File: config.mk
export PLATFORM = sky130hd
export DESIGN_NAME = servo_motion_ctrl
export DESIGN_NICKNAME = d
export VERILOG_FILES = /design/src/rtl/servo_motion_ctrl.sv
export SDC_FILE = /design/constraint.sdc
export NUM_CORES = 1
export LEC_CHECK = 0
export CORE_UTILIZATION = 50
export CTS_CLUSTER_SIZE = 16
export DETAILED_ROUTE_END_ITERATION = 12
export PLACE_DENSITY = 0.77
export SYNTH_ARGS = -nofsm -noshare
export SYNTH_HDL_FRONTEND = slang
export SYNTH_SLANG_ARGS = --single-unit
export TNS_END_PERCENT = 50
File: constraint.sdc
create_clock -name clk_1m -period 6.6 [get_ports clk_1m]
set_input_delay 0.99 -clock clk_1m [delete_from_list [all_inputs] [get_ports clk_1m]]
set_output_delay 0.99 -clock clk_1m [all_outputs]
set_load 0.005 [all_outputs]
File: src/rtl/servo_motion_ctrl.sv
// Slew-rate-limited pulse-width controller for the servo PWM block. Targets are
// clamped, approached by at most STEP per frame, then held for DWELL frames.
module servo_motion_ctrl #(
  parameter int unsigned FRAME_LEN = 20000,
  parameter int unsigned PW_MIN    = 500,
  parameter int unsigned PW_MAX    = 2500,
  parameter int unsigned PW_INIT   = 1500,
  parameter int unsigned STEP      = 20,
  parameter int unsigned DWELL     = 2
) (
  input  logic        clk_1m,
  input  logic        rst_n,
  input  logic        cmd_valid,
  output logic        cmd_ready,
  input  logic [31:0] cmd_pw,
  input  logic        abort,
  output logic [31:0] angle_num,
  output logic        frame_tick,
  output logic        busy,
  output logic        done,
  output logic        clamped
);

  typedef enum logic [1:0] {StIdle, StMove, StSettle} state_e;

  state_e      state_q;
  logic [31:0] frame_cnt_q;
  logic [31:0] target_q;
  logic [31:0] dwell_q;
  logic [31:0] cmd_tgt;
  logic        cmd_oob;
  logic [31:0] step_up;
  logic [31:0] step_dn;
  logic [31:0] next_angle;

  always_comb begin
    // Gated by rst_n so handshake and tick outputs stay low throughout reset.
    frame_tick = rst_n && (frame_cnt_q == 32'(FRAME_LEN - 1));
    cmd_ready  = rst_n && (state_q == StIdle);
    busy       = (state_q != StIdle);

    cmd_oob = (cmd_pw < 32'(PW_MIN)) || (cmd_pw > 32'(PW_MAX));
    if (cmd_pw < 32'(PW_MIN)) begin
      cmd_tgt = 32'(PW_MIN);
    end else if (cmd_pw > 32'(PW_MAX)) begin
      cmd_tgt = 32'(PW_MAX);
    end else begin
      cmd_tgt = cmd_pw;
    end

    step_up    = (target_q - angle_num > 32'(STEP)) ? angle_num + 32'(STEP) : target_q;
    step_dn    = (angle_num - target_q > 32'(STEP)) ? angle_num - 32'(STEP) : target_q;
    next_angle = (angle_num < target_q) ? step_up : step_dn;
  end

  always_ff @(posedge clk_1m or negedge rst_n) begin
    if (!rst_n) begin
      frame_cnt_q <= '0;
    end else if (frame_tick) begin
      frame_cnt_q <= '0;
    end else begin
      frame_cnt_q <= frame_cnt_q + 32'd1;
    end
  end

  always_ff @(posedge clk_1m or negedge rst_n) begin
    if (!rst_n) begin
      state_q   <= StIdle;
      angle_num <= 32'(PW_INIT);
      target_q  <= 32'(PW_INIT);
      dwell_q   <= '0;
      done      <= 1'b0;
      clamped   <= 1'b0;
    end else begin
      done <= 1'b0;
      case (state_q)
        StIdle: begin
          if (cmd_valid) begin
            target_q <= cmd_tgt;
            clamped  <= cmd_oob;
            dwell_q  <= '0;
            state_q  <= (cmd_tgt != angle_num) ? StMove : StSettle;
          end
        end
        StMove: begin
          // Abort wins over a coincident frame step.
          if (abort) begin
            state_q <= StIdle;
          end else if (frame_tick) begin
            angle_num <= next_angle;
            if (next_angle == target_q) begin
              state_q <= StSettle;
              dwell_q <= '0;
            end
          end
        end
        StSettle: begin
          if (abort) begin
            state_q <= StIdle;
          end else if (frame_tick) begin
            if (dwell_q == 32'(DWELL - 1)) begin
              done    <= 1'b1;
              state_q <= StIdle;
            end else begin
              dwell_q <= dwell_q + 32'd1;
            end
          end
        end
        default: state_q <= StIdle;
      endcase
    end
  end

endmodule

== Word level (Yosys, flattened, before mapping) ==
Cells that the tools add are included.

* Bits in read-only memories: 0
* Memories: 0
* Latch bits: 0
* Input port bits: 36
* Bits in registers: 132
* Output and inout port bits: 37
* Memory bits (writable): 0

* Reduce and logical (&&, ||, !) cells: 10
* Order comparisons: 5
* Bitwise operators: 1
* Multiply operators: 0
* Shift operators: 0
* Div/mod/pow operators: 0
* Add/subtract/negate cells: 6
* Equality and inequality tests: 17
* Multiplexer cells: 27

{| class="wikitable"
|+ Operators by type and width
! kind !! count
|-
| $mux W32 || 13
|-
| $pmux W32 S3 || 1
|-
| $add A32 B1 Y32 const B || 2
|-
| $gt A32 B5 Y1 const B || 2
|-
| $sub A32 B32 Y32 || 2
|-
| $add A32 B5 Y32 const B || 1
|-
| $eq A32 B1 Y1 const B || 1
|-
| $eq A32 B15 Y1 const B || 1
|-
| $eq A32 B32 Y1 || 1
|-
| $gt A32 B12 Y1 const B || 1
|-
| $lt A32 B32 Y1 || 1
|-
| $lt A32 B9 Y1 const B || 1
|-
| $ne A32 B32 Y1 || 1
|-
| $sub A32 B5 Y32 const B || 1
|-
| $mux W2 || 8
|-
| $ne A2 B2 Y1 const B || 7
|-
| $ne A3 B3 Y1 const B || 4
|-
| $reduce_and A8 Y1 || 1
|-
| $pmux W2 S3 || 1
|-
| $reduce_and A5 Y1 || 1
|-
| $mux W1 || 4
|-
| $reduce_and A3 Y1 || 1
|-
| $reduce_bool A3 Y1 || 1
|-
| $eq A2 B1 Y1 const B || 1
|-
| other kinds (7) || 8
|}

== Longest topological paths before layout ==
Gate-level depths: netlist (run 1).

* Depth after elaboration: 9
* Mapped depth: 23
* Mapped depth without buffers: 18

== Least setup slack after synthesis (run 1) ==
No wires, ideal clock.

* Kind: reg-to-reg
* From: reg angle_num[6]
* To: reg dwell_q[3]
* Library setup time: 0.132 ns
* Period minus slack after synthesis: 5.053 ns
* Stages on the path, launching flop included: 23
* Data arrival time: 4.921 ns
* Path slack: 1.547 ns
* Path through: dfstp_2 -> clkbuf_1 -> inv_1 -> ha_1 -> buf_4 -> a21oi_1 -> o21ai_2 -> o21a_1 -> or3_1 -> a221o_1 -> a2111o_1 -> nor4_2 -> a31oi_1 -> buf_2 -> buf_4 -> o31ai_1 -> o21ai_1 -> a2111oi_2 -> o2111a_2 -> o21bai_2 -> buf_2 -> o31ai_1 -> o31ai_1

* Cells in the longest elaborated chain, start to end: 7
* Elaborated cells between the ends (all ways): 13
* Those cells by class: add/sub: 4; order compare: 3; eq/ne: 2; mux: 3; reduce/logical: 1

{| class="wikitable"
|+ Ends and longest elaborated chain
! what !! RTL line !! text
|-
| from (decl) || 17 || <nowiki>output logic [31:0] angle_num,</nowiki>
|-
| from (signal assigned) || 69 || <nowiki>angle_num <= 32'(PW_INIT);</nowiki>
|-
| from (signal assigned) || 90 || <nowiki>angle_num <= next_angle;</nowiki>
|-
| $sub A32 B32 Y32, on equally long branches || 52, 51 ||
|-
| $gt A32 B5 Y1, on equally long branches || 52, 51 ||
|-
| $mux W32, on equally long branches || 52, 51 ||
|-
| $mux W32 (*) || 53 || <nowiki>next_angle = (angle_num < target_q) ? step_up : step_dn;</nowiki>
|-
| $eq A32 B32 Y1 (*) || 91 || <nowiki>if (next_angle == target_q) begin</nowiki>
|-
| $ne A2 B2 Y1 (no source line) (*) || - ||
|-
| $reduce_and A8 Y1 (no source line) (*) || - ||
|-
| to (signal assigned) || 105 || <nowiki>dwell_q <= dwell_q + 32'd1;</nowiki>
|-
| to (decl) || 29 || <nowiki>logic [31:0] dwell_q;</nowiki>
|}

Every way passes the cells marked *; elsewhere a longest branch is shown, timed or not.
A chain may end at the register's enable or synchronous reset.

== Worst setup path after layout (run 1) ==
* From: reg angle_num[12]
* To: reg dwell_q[3]

The elaborated chain is that of the path after synthesis.

==> summary.txt, run 1 <==
Job
  • Max cap viols: 0

Logic synthesis
  • Seq/Total Area, Yosys: ~26%
  • Syn. warnings: 0
  • Post-synth cell types: 97
  • Post-synth ARST share: 100.0%
  • Syn Nets: 1,778
  • Primary FF master, synth: dfrtp_1
  • Mapped Avg Cell Area: between 7 and 8 um^2
  • Post-synthesis register bit count: 132
  • Syn Std Cell Area: 12,810 um^2
  • Post-synth EDFFs: 0
  • Post-Synthesis Cells: 1,673

Worst setup path
  • R2r worst-path depth: 17
  • Critical R2R Capture: dwell_q[3]
  • Launching point of the worst reg2reg path: angle_num[12]
  • CP Data Required Time: 6890 ps
  • CP Data Arrival Time: 6430 ps
  • Endpoint class of the critical path: flop
  • Worst Setup Start Kind: flop
  • R2r setup slk: 460 ps
  • WS Path Type: flop to flop
  • Crit path max fanout: 23

Clocking
  • CTS Buf Count: 17
  • Hold buffer count at CTS: 0
  • Worst skew pair latency: 430 ps
  • Number of setup buffers added after CTS: 0
  • Clk sinks: between 100 and 150
  • H-tree depth: 4
  • Max clock buf depth: 2
  • Root Buffer: clkbuf_16
  • Clock Pin Slew Worst Setup and Hold Paths: 60 ps
  • CTS tree: yes

STA
  • Ratio of final minimum period to clock period: between 90% and 100%
  • Setup tns final: 0 ps
  • Fin. Hold Viols: 0
  • Final setup violation count: 0
  • Slew @ Worst Pin: around 1300 ps
  • Fin crit period: 6141 ps
  • Worst Skew: ~12 ps
  • Slew Viols, Final: 0
  • Worst Hold Slack: 468.7 ps
  • Relative slew margins: 16.38%
  • RSZ-0062 raised after global routing: no
  • Fmax: 0.1629 GHz

Layout
  • Register area: 3322 um^2
  • Filler Cell Count: about 2,300
  • Area occupied by multi-input gates: 8788 um^2
  • Layout area overhead: 12.45%
  • Commonest non-fill, non-tap cell in the layout: nand2_1
  • # nets final: about 1,800
  • Most frequent cells in the layout: 183 x nand2_1, 148 x o21ai_0, 139 x a21oi_1
  • Layout cell share with drive strength beyond 1: about 7.6%
  • ANT cells: 0

Worst hold path
  • Hold path startpoint: frame_cnt_q[4]
  • Hold EP: frame_cnt_q[4]
  • Worst hold path type: flop to flop
  • Hold path depth: 1

Status
  • Status: finished clean

Floorplanning
  • Die Wd: about 160 um
  • Die footprint: 26,270 um^2
  • I/O Pins: 73
  • Starting density of the core: about 51%
  • Cell Rows: 58
  • Vert. Die Dim: 162.1 um
  • CORE AREA: 25,180 um^2

Detailed routing
  • DR top layer: met4
  • Met3 WL post-DR: 3977 um
  • Drt total wl: 46,170 um
  • Vias per cell: 6.714
  • Post-route ant nets: 0
  • Met1 WL: about 19,000 um
  • DR vias: 13,750
  • DRT iter0 DRCs: 1,471
  • Met2 wire length: ~21,000 um
  • WL/cell: 22.54 um
  • Drt pass-1 iters: 6
  • DRC Markers: 0

Power
  • Internal: approximately 1.5 mW
  • Switch share: 29.51%
  • Worst vdd ir: 0.0001745 V
  • Pwr dens: 148.1 nW/um^2
  • Sequential share of power: 39.5%
  • Static Leakage: 5.669 nW
  • P_sw: roughly 0.63 mW
  • Logic pwr share: 14.0%
  • Clock share of power: 46.5%

Global routing
  • Vias in the first global route: 12,940
  • First-pass GRT wire length: around 73,000 um
  • Total grt overflow: 0
  • Maximum number of pins on one net before global-route repair: a little under 80
  • GRT Total Usage: 35.47%
  • Initial antenna violation count: 0

Placement
  • GPL Wtd Cong: 1.065
  • Hpwl dp: around 35,000 um
  • I/O Buffers: 72
worst max-delay path, stage by stage (launching register included):
cell and delay, ps:
dfrtp_1 680, inv_1 200, ha_1 640, nand4_1 350, or3_1 390, a31oi_1 330, o21ai_0 180, a221o_1 360
a2111o_1 420, nor4_2 440, a31oi_2 140, buf_4 270, o2bb2ai_1 230, a2111oi_2 380, o2111a_2 350, o21bai_4 210
o31ai_1 300, o31ai_1 120
stage by stage:
step           instance area, um^2  total power, mW  util (%)  setup slack [ps]  cells
6_report                     14410            2.133     57.21             459.4   2048
5_1_grt                      14410            2.193     57.21             283.7   2048
4_1_cts                      14400            2.130     57.16             311.1   2048
3_5_place_dp                 13790            1.145     54.77             384.4   2016
3_3_place_gp                 13790            1.148     54.77             489.2   2016
2_1_floorplan                12810            1.028         -              1547   1673
worst max-delay path by stage:
stage                              to     startpoint  depth (start not counted)  slack, ps
final                      dwell_q[3]  angle_num[12]                         17        460
after global routing      dwell_q[23]  angle_num[12]                         17        280
after CTS                 dwell_q[30]  angle_num[11]                         17        310
after detailed placement  dwell_q[30]  angle_num[11]                         17        380
after global placement     dwell_q[2]  angle_num[11]                         17        490
after floorplan            dwell_q[3]   angle_num[6]                         22       1550
layout make-up:
cell class	instances	area share, %
sequential	132	23.06
multi-input combinational	1365	61.00
inverter	85	2.215
clock inverter	14	1.129
clock buffer	18	3.048
timing repair buffer	104	6.679
tap	330	2.866
power by group through the flow:
stage	clock, mW	combinational, mW	sequential [mW]
floorplan	0	0.180	0.848
global route	1.03	0.319	0.843
global placement	0	0.293	0.855
detailed placement	0	0.289	0.855
finish	0.991	0.299	0.842
CTS	0.999	0.291	0.841
sequential cells by signal (all words and copies together) (netlist names):
register,cells
done,1
frame_cnt_q,32
angle_num,32
clamped,1
dwell_q,32
state_q,2
target_q,32
layer usage:
metal,vias to the layer above,track usage [%]
li1,6275,-
met1,6527,46.39
met2,787,56.18
met3,161,6.537
met4,0,17.62
met5,-,0
timing repair:
item                                   in CTS  in global routing
gates resized for setup                     0                  3
setup endpoints to repair                   0                 27
endpoints found under the hold margin       0                  0
cells in the mapped netlist (10+ instances only):
master	n	share of area, %
a211oi_1	14	0.82
a21o_1	12	0.70
a21oi_1	140	5.5
a22oi_1	20	1.2
a31oi_1	30	1.5
and2_1	10	0.49
and3_1	24	1.2
and4_1	14	0.96
buf_2	18	0.70
clkbuf_1	63	1.8
dfrtp_1	118	23
dfstp_2	14	2.9
ha_1	68	6.6
inv_1	83	2.4
nand2_1	183	5.4
nand2b_1	10	0.49
nand3_1	60	2.3
nand4_1	42	2.1
nor2_1	104	3.0
nor3_1	59	2.3
nor4_1	35	1.7
o211ai_1	26	1.5
o21a_1	17	1.0
o21ai_0	148	5.8
o221ai_1	19	1.3
o22ai_1	23	1.1
o31ai_1	12	0.70
or3_1	16	0.78
or4_1	11	0.64
xnor2_1	85	5.8
xor2_1	40	2.7
cell families (layout without fill, tap and decap cells):
logic type | after synthesis | after routing | share of synthesized area [%]
xor+xnor | 125 | 125 | 8.546
compound gates | 550 | 550 | 28.21
buf+inv | 176 | 221 | 5.655
simple gates | 612 | 612 | 24.10
mux | 9 | 9 | 0.7716
flops | 132 | 132 | 25.92
fa+ha+maj | 69 | 69 | 6.798
Note: power is estimated with default switching activity, not from simulation.
==> run 2: changes to the inputs <==
CORE_ASPECT_RATIO = 1.5   (was default)
==> run 2 against run 1 <==
Wire length up 5.3%. Cell area increased by 0.49%. Critical path depth is 1 higher. Clock skew down 4.2 ps. Non-clock buffer count up 16. Global-route usage rose by 2.0 points. Core utilization grew 0.38 points. Via count is 0.42% higher. Sequential cell count is the same. Critical endpoint is now dwell_q[6]. Largest cell class unchanged. Largest power group unchanged. Highest routed layer unchanged.
==> summary.txt, run 2 (synthesized netlist as in run 1, its figures left out) <==
Clocking
  • Clk sinks: approximately 130
  • CTS Buf Count: 17
  • Clock Pin Slew Worst Setup and Hold Paths: 60 ps
  • CTS resizes: 0
  • Number of setup buffers added after CTS: 0
  • Max clock buf depth: 2
  • Worst skew pair latency: 440 ps
  • H-tree depth: 4
  • Hold buffer count at CTS: 0
  • CTS tree: yes
  • Root Buffer: clkbuf_16

Layout
  • Layout area overhead: 13.01%
  • Filler Cell Count: 2,352
  • ANT cells: 0
  • Commonest non-fill, non-tap cell in the layout: nand2_1
  • Most frequent cells in the layout: 183 x nand2_1, 148 x o21ai_0, 139 x a21oi_1
  • # nets final: around 1,800
  • Layout cell share with drive strength beyond 1: 8.304%

Placement
  • GPL Wtd Cong: slightly below 1
  • I/O Buffers: 72
  • Hpwl dp: approximately 37,000 um

Worst hold path
  • Worst hold path type: flop to flop

Detailed routing
  • WL/cell: 23.58 um
  • DRT iter0 DRCs: 1,731
  • Post-route ant nets: 0
  • DRC Markers: 0
  • Vias per cell: 6.696
  • Drt total wl: roughly 50,000 um
  • Drt pass-1 iters: 5
  • DR vias: roughly 14,000

Worst setup path
  • WS Path Type: flop to flop
  • Max incr delay on CP: 690 ps
  • Crit path max fanout: 21
  • Crit-path cells: inv_1 > ha_1 > nand2_1 > or3_1 > a31oi_1 > o21ai_0 > a221o_1 > a2111o_1 > nor4_2 > a31oi_2 > buf_4 > o2bb2ai_1 > o22a_1 > o2111a_2 > o21bai_2 > buf_4 > o21ai_0 > nand2_1
  • CP Data Arrival Time: 6340 ps
  • Slowest cell on the critical path: dfstp_2
  • Endpoint class of the critical path: flop
  • CP Data Required Time: 6980 ps
  • Worst Setup Start Kind: flop

Global routing
  • Maximum number of pins on one net before global-route repair: 79
  • Initial antenna violation count: 0
  • GRT Total Usage: 37.52%
  • Total grt overflow: 0
  • First-pass GRT wire length: 75,240 um
  • Vias in the first global route: 13,280

STA
  • RSZ-0062 raised after global routing: no
  • Ratio of final minimum period to clock period: 90.33%
  • Worst Skew: ~7.5 ps
  • Fin. Hold Viols: 0
  • Slew Viols, Final: 0
  • Relative slew margins: 33.06%
  • Slew @ Worst Pin: roughly 1000 ps
  • Final setup violation count: 0
  • Fmax: 0.1677 GHz
  • Setup tns final: 0 ps
  • Fin crit period: 5962 ps

Floorplanning
  • Vert. Die Dim: 198.0 um
  • I/O Pins: 73
  • Die footprint: about 26,000 um^2
  • Die Wd: 132.7 um
  • Starting density of the core: about half
  • Cell Rows: 71
  • CORE AREA: 25,140 um^2

Power
  • Pwr dens: 143.2 nW/um^2
  • Worst vdd ir: 0.0002447 V
  • Static Leakage: between 5 and 6 nW
  • Final Power: 2.073 mW

Status
  • Status: finished clean

Job
  • Max cap viols: 0
[run 2: per-stage QoR]
stage | area (um^2) | setup slack [ps] | cells | hold slack, ps | util, %
2_1_floorplan | 12810 | 1547 | 1673 | 438.7 | -
3_3_place_gp | 13910 | 805.0 | 2030 | 458.5 | 55.33
3_5_place_dp | 13910 | 811.9 | 2030 | 469.0 | 55.33
4_1_cts | 14480 | 785.8 | 2062 | 481.1 | 57.59
5_1_grt | 14480 | 325.3 | 2062 | 497.4 | 57.59
6_report | 14480 | 638.3 | 2062 | 476.3 | 57.59
[run 2: per-layer routing]
layer	share of wire (%)	vias up	track usage (%)
li1	-	6305	-
met1	38	6641	43.17
met2	48	667	63.24
met3	6.6	195	6.554
met4	7.2	0	26.31
met5	0	-	0
[run 2: report_power, final]
part | internal [mW] | total (mW) | switching [mW]
Sequential | 0.822 | 0.843 | 0.0211
Combinational | 0.110 | 0.309 | 0.200
Clock | 0.532 | 0.921 | 0.389
Total | 1.46 | 2.07 | 0.610
[run 2: cell type report]
class	instances	area (um^2)	share of cell area (%)
multi-input cells	1365	8778	60.63
clock buffers	19	442.9	3.059
repair buffers	120	1082	7.476
inverters	85	319.1	2.204
well taps	328	410.4	2.835
clock inverters	13	123.9	0.8556
flip-flops and latches	132	3321	22.94
[run 2: critical path: cells and delay by family (launching register included)]
kind            cells  cell delay (ps)
simple gates        4             1150
flops               1              690
compound gates     10             2800
fa+ha+maj           1              530
buf+inv             3              700
[run 2: final timing paths]
path | from | end | slack, ps | cells past startpoint
setup / recovery | angle_num[8] | dwell_q[6] | 640 | 18
hold / removal | frame_cnt_q[31] | frame_cnt_q[31] | 480 | 1
setup reg to reg | angle_num[8] | dwell_q[6] | 640 | 18
hold reg to reg | frame_cnt_q[31] | frame_cnt_q[31] | 480 | 1
max in group asynchronous | rst_n | target_q[21] | 4670 | 2
min in group asynchronous | rst_n | frame_cnt_q[24] | 500 | 1
==> run 3: changes to the inputs <==
ABC_AREA = 1   (was default)
PLACE_DENSITY = 0.76   (was 0.77)
==> run 3 against run 2 <==
Die area rose by 16%. Cell area rose by 14%. Synthesized cell count is 56% higher. Count of clock-buffer cells in the layout rose by 2. Wire length grew 11%. Clock power up 4.8%. Critical path depth increased by 14. Critical endpoint is now dwell_q[12]. Largest cell class unchanged.
==> summary.txt, run 3 <==
Status
  • Status: finished clean

Layout
  • # nets final: 2,742
  • Layout area overhead: 10.62%
  • Register area: about 3300 um^2
  • Most frequent cells in the layout: 904 x nand2_1, 389 x inv_1, 315 x nand3_1
  • Layout cell share with drive strength beyond 1: 3.509%
  • Filler Cell Count: 2,998
  • Final std cells w/o fill: 3,045
  • Area occupied by multi-input gates: 9711 um^2
  • ANT cells: 0
  • Commonest non-fill, non-tap cell in the layout: nand2_1

Worst setup path
  • Crit path max fanout: 34
  • R2r worst-path depth: 32
  • Launching point of the worst reg2reg path: angle_num[10]
  • Crit-path most repeated cell: nand2_1
  • Endpoint class of the critical path: flop
  • Max incr delay on CP: 630 ps
  • Top delay family on crit path: simple AND/OR/NAND/NOR gates
  • R2r setup slk: 510 ps
  • CP Data Required Time: 6960 ps
  • WS Path Type: flop to flop
  • CP Data Arrival Time: around 6500 ps
  • Slowest cell on the critical path: dfstp_2
  • Critical R2R Capture: dwell_q[12]
  • Worst Setup Start Kind: flop
  • WP buf/inv: 5

Power
  • Worst vdd ir: approximately 0.00021 V
  • Static Leakage: 8.605 nW
  • Pwr dens: 133.0 nW/um^2

Detailed routing
  • Drt pass-1 iters: 7
  • DRT iter0 DRCs: ~1,500
  • Vias per cell: 5.578
  • DR vias: approximately 17,000
  • Post-route ant nets: 0
  • WL/cell: 17.69 um
  • DRC Markers: 0
  • Drt total wl: 53,860 um

STA
  • Fmax: between 0.15 and 0.2 GHz
  • Fin. Hold Viols: 0
  • Relative slew margins: 22.92%
  • Worst Skew: 8.881 ps
  • Slew @ Worst Pin: 1155 ps
  • Setup tns final: 0 ps
  • Final setup violation count: 0
  • Fin crit period: ~6000 ps
  • Slew Viols, Final: 0
  • Ratio of final minimum period to clock period: around 90%
  • RSZ-0062 raised after global routing: no

Global routing
  • GRT Total Usage: 36.46%
  • Initial antenna violation count: 0
  • Vias in the first global route: 16,300
  • Total grt overflow: 0
  • First-pass GRT wire length: 84,060 um
  • Maximum number of pins on one net before global-route repair: 72

Logic synthesis
  • Synth top cells by count: 904 x nand2_1, 389 x inv_1, 315 x nand3_1, 249 x nor2_1, 128 x a21oi_1
  • Syn Nets: 2,708
  • Seq/Total Area, Yosys: roughly 22%
  • Post-synth cell types: 47
  • Area leader, netlist: nand2_1
  • Synth top area cells: nand2_1 23%, dfrtp_1 20%, nand3_1 11%
  • Mapped Avg Cell Area: approximately 5.7 um^2
  • Syn Std Cell Area: 14,870 um^2
  • Primary FF master, synth: dfrtp_1
  • Post-synthesis register bit count: 132
  • Most frequent cell after synthesis: nand2_1
  • Post-synth ARST share: 100.0%
  • Area share of the largest cell type after synthesis: 22.82%
  • Post-synth EDFFs: 0
  • Syn. warnings: 0
  • Post-Synthesis Cells: 2,603

Clocking
  • H-tree depth: 4
  • Clk sinks: 132
  • CTS tree: yes
  • Root Buffer: clkbuf_16
  • CTS Buf Count: 17
  • Clock Pin Slew Worst Setup and Hold Paths: 60 ps
  • Worst skew pair latency: around 450 ps
  • Number of setup buffers added after CTS: 0
  • Max clock buf depth: 2

Placement
  • GPL Wtd Cong: 1.021
  • I/O Buffers: 72
  • Hpwl dp: 41,060 um
  • Dpl cells: 3,013

Worst hold path
  • Hold EP: frame_cnt_q[0]
  • Hold path startpoint: frame_cnt_q[0]
  • Hold path depth: 1
  • Worst hold path type: flop to flop

Floorplanning
  • CORE AREA: about 30,000 um^2
  • Starting density of the core: 50.61%
  • Die footprint: 30,450 um^2
  • Cell Rows: 77
  • Vert. Die Dim: 213.2 um
  • I/O Pins: 73
  • Die Wd: 142.8 um

Job
  • Max cap viols: 0
==> run 3: repair_timing <==
action | CTS | global route
hold buffers | 0 | 0
resized for setup | 0 | 1
endpoints found under the setup margin | 0 | 26
==> run 3: worst max path at each step <==
stage	start	end	slack (ps)	depth (start not counted)
3_5_place_dp	angle_num[10]	dwell_q[10]	810	31
3_3_place_gp	angle_num[10]	dwell_q[26]	850	32
6_report	angle_num[10]	dwell_q[12]	510	32
5_1_grt	angle_num[10]	dwell_q[3]	160	32
4_1_cts	angle_num[10]	dwell_q[12]	770	32
2_1_floorplan	angle_num[10]	dwell_q[5]	2780	30
==> run 3: layer usage <==
layer | up-vias | routed length [um] | global-route usage [%]
met2 | 748 | 26260 | 64.08
met1 | 7713 | 19630 | 38.98
met4 | 0 | 3935 | 26.62
met5 | - | 0 | 0
met3 | 239 | 4033 | 6.593
li1 | 8284 | - | -
==> run 3: cell type report <==
class | instances | share of cell area [%]
multi-input cells | 1998 | 59.03
flip-flops and latches | 132 | 20.19
inverters | 403 | 9.226
repair buffers | 85 | 4.982
well taps | 395 | 3.004
clock buffers | 21 | 2.799
clock inverters | 11 | 0.7682
==> run 3: kinds of logic after synthesis <==
logic type	after synthesis	share of synthesized area, %
and+or+nand+nor	1640	46.75
buffers and inverters	473	12.51
AOI/OAI and AO/OA	189	6.664
DFF	132	22.33
xor gates and xnor gates	100	5.890
adders and majority gates	69	5.856
==> run 3: through the flow <==
step                      cell area [um^2]  utilization [%]  power (mW)  worst slack [ps]  hold WS [ps]
after floorplan                      14870                -       1.093              2777         432.9
after global placement               15860            53.97       1.212             849.4         447.6
after detailed placement             15860            53.97       1.220             809.8         467.8
after CTS                            16440            55.96       2.186             767.4         475.7
after global routing                 16450            55.98       2.260             157.2         493.9
final                                16450            55.98       2.188             514.1         467.2
==> run 3: where the power goes <==
| group | switching [mW] | total [mW] | internal, mW |
|---|---|---|---|
| clock | 0.390 | 0.965 | 0.576 |
| combinational | 0.277 | 0.379 | 0.102 |
| sequential | 0.0167 | 0.843 | 0.826 |
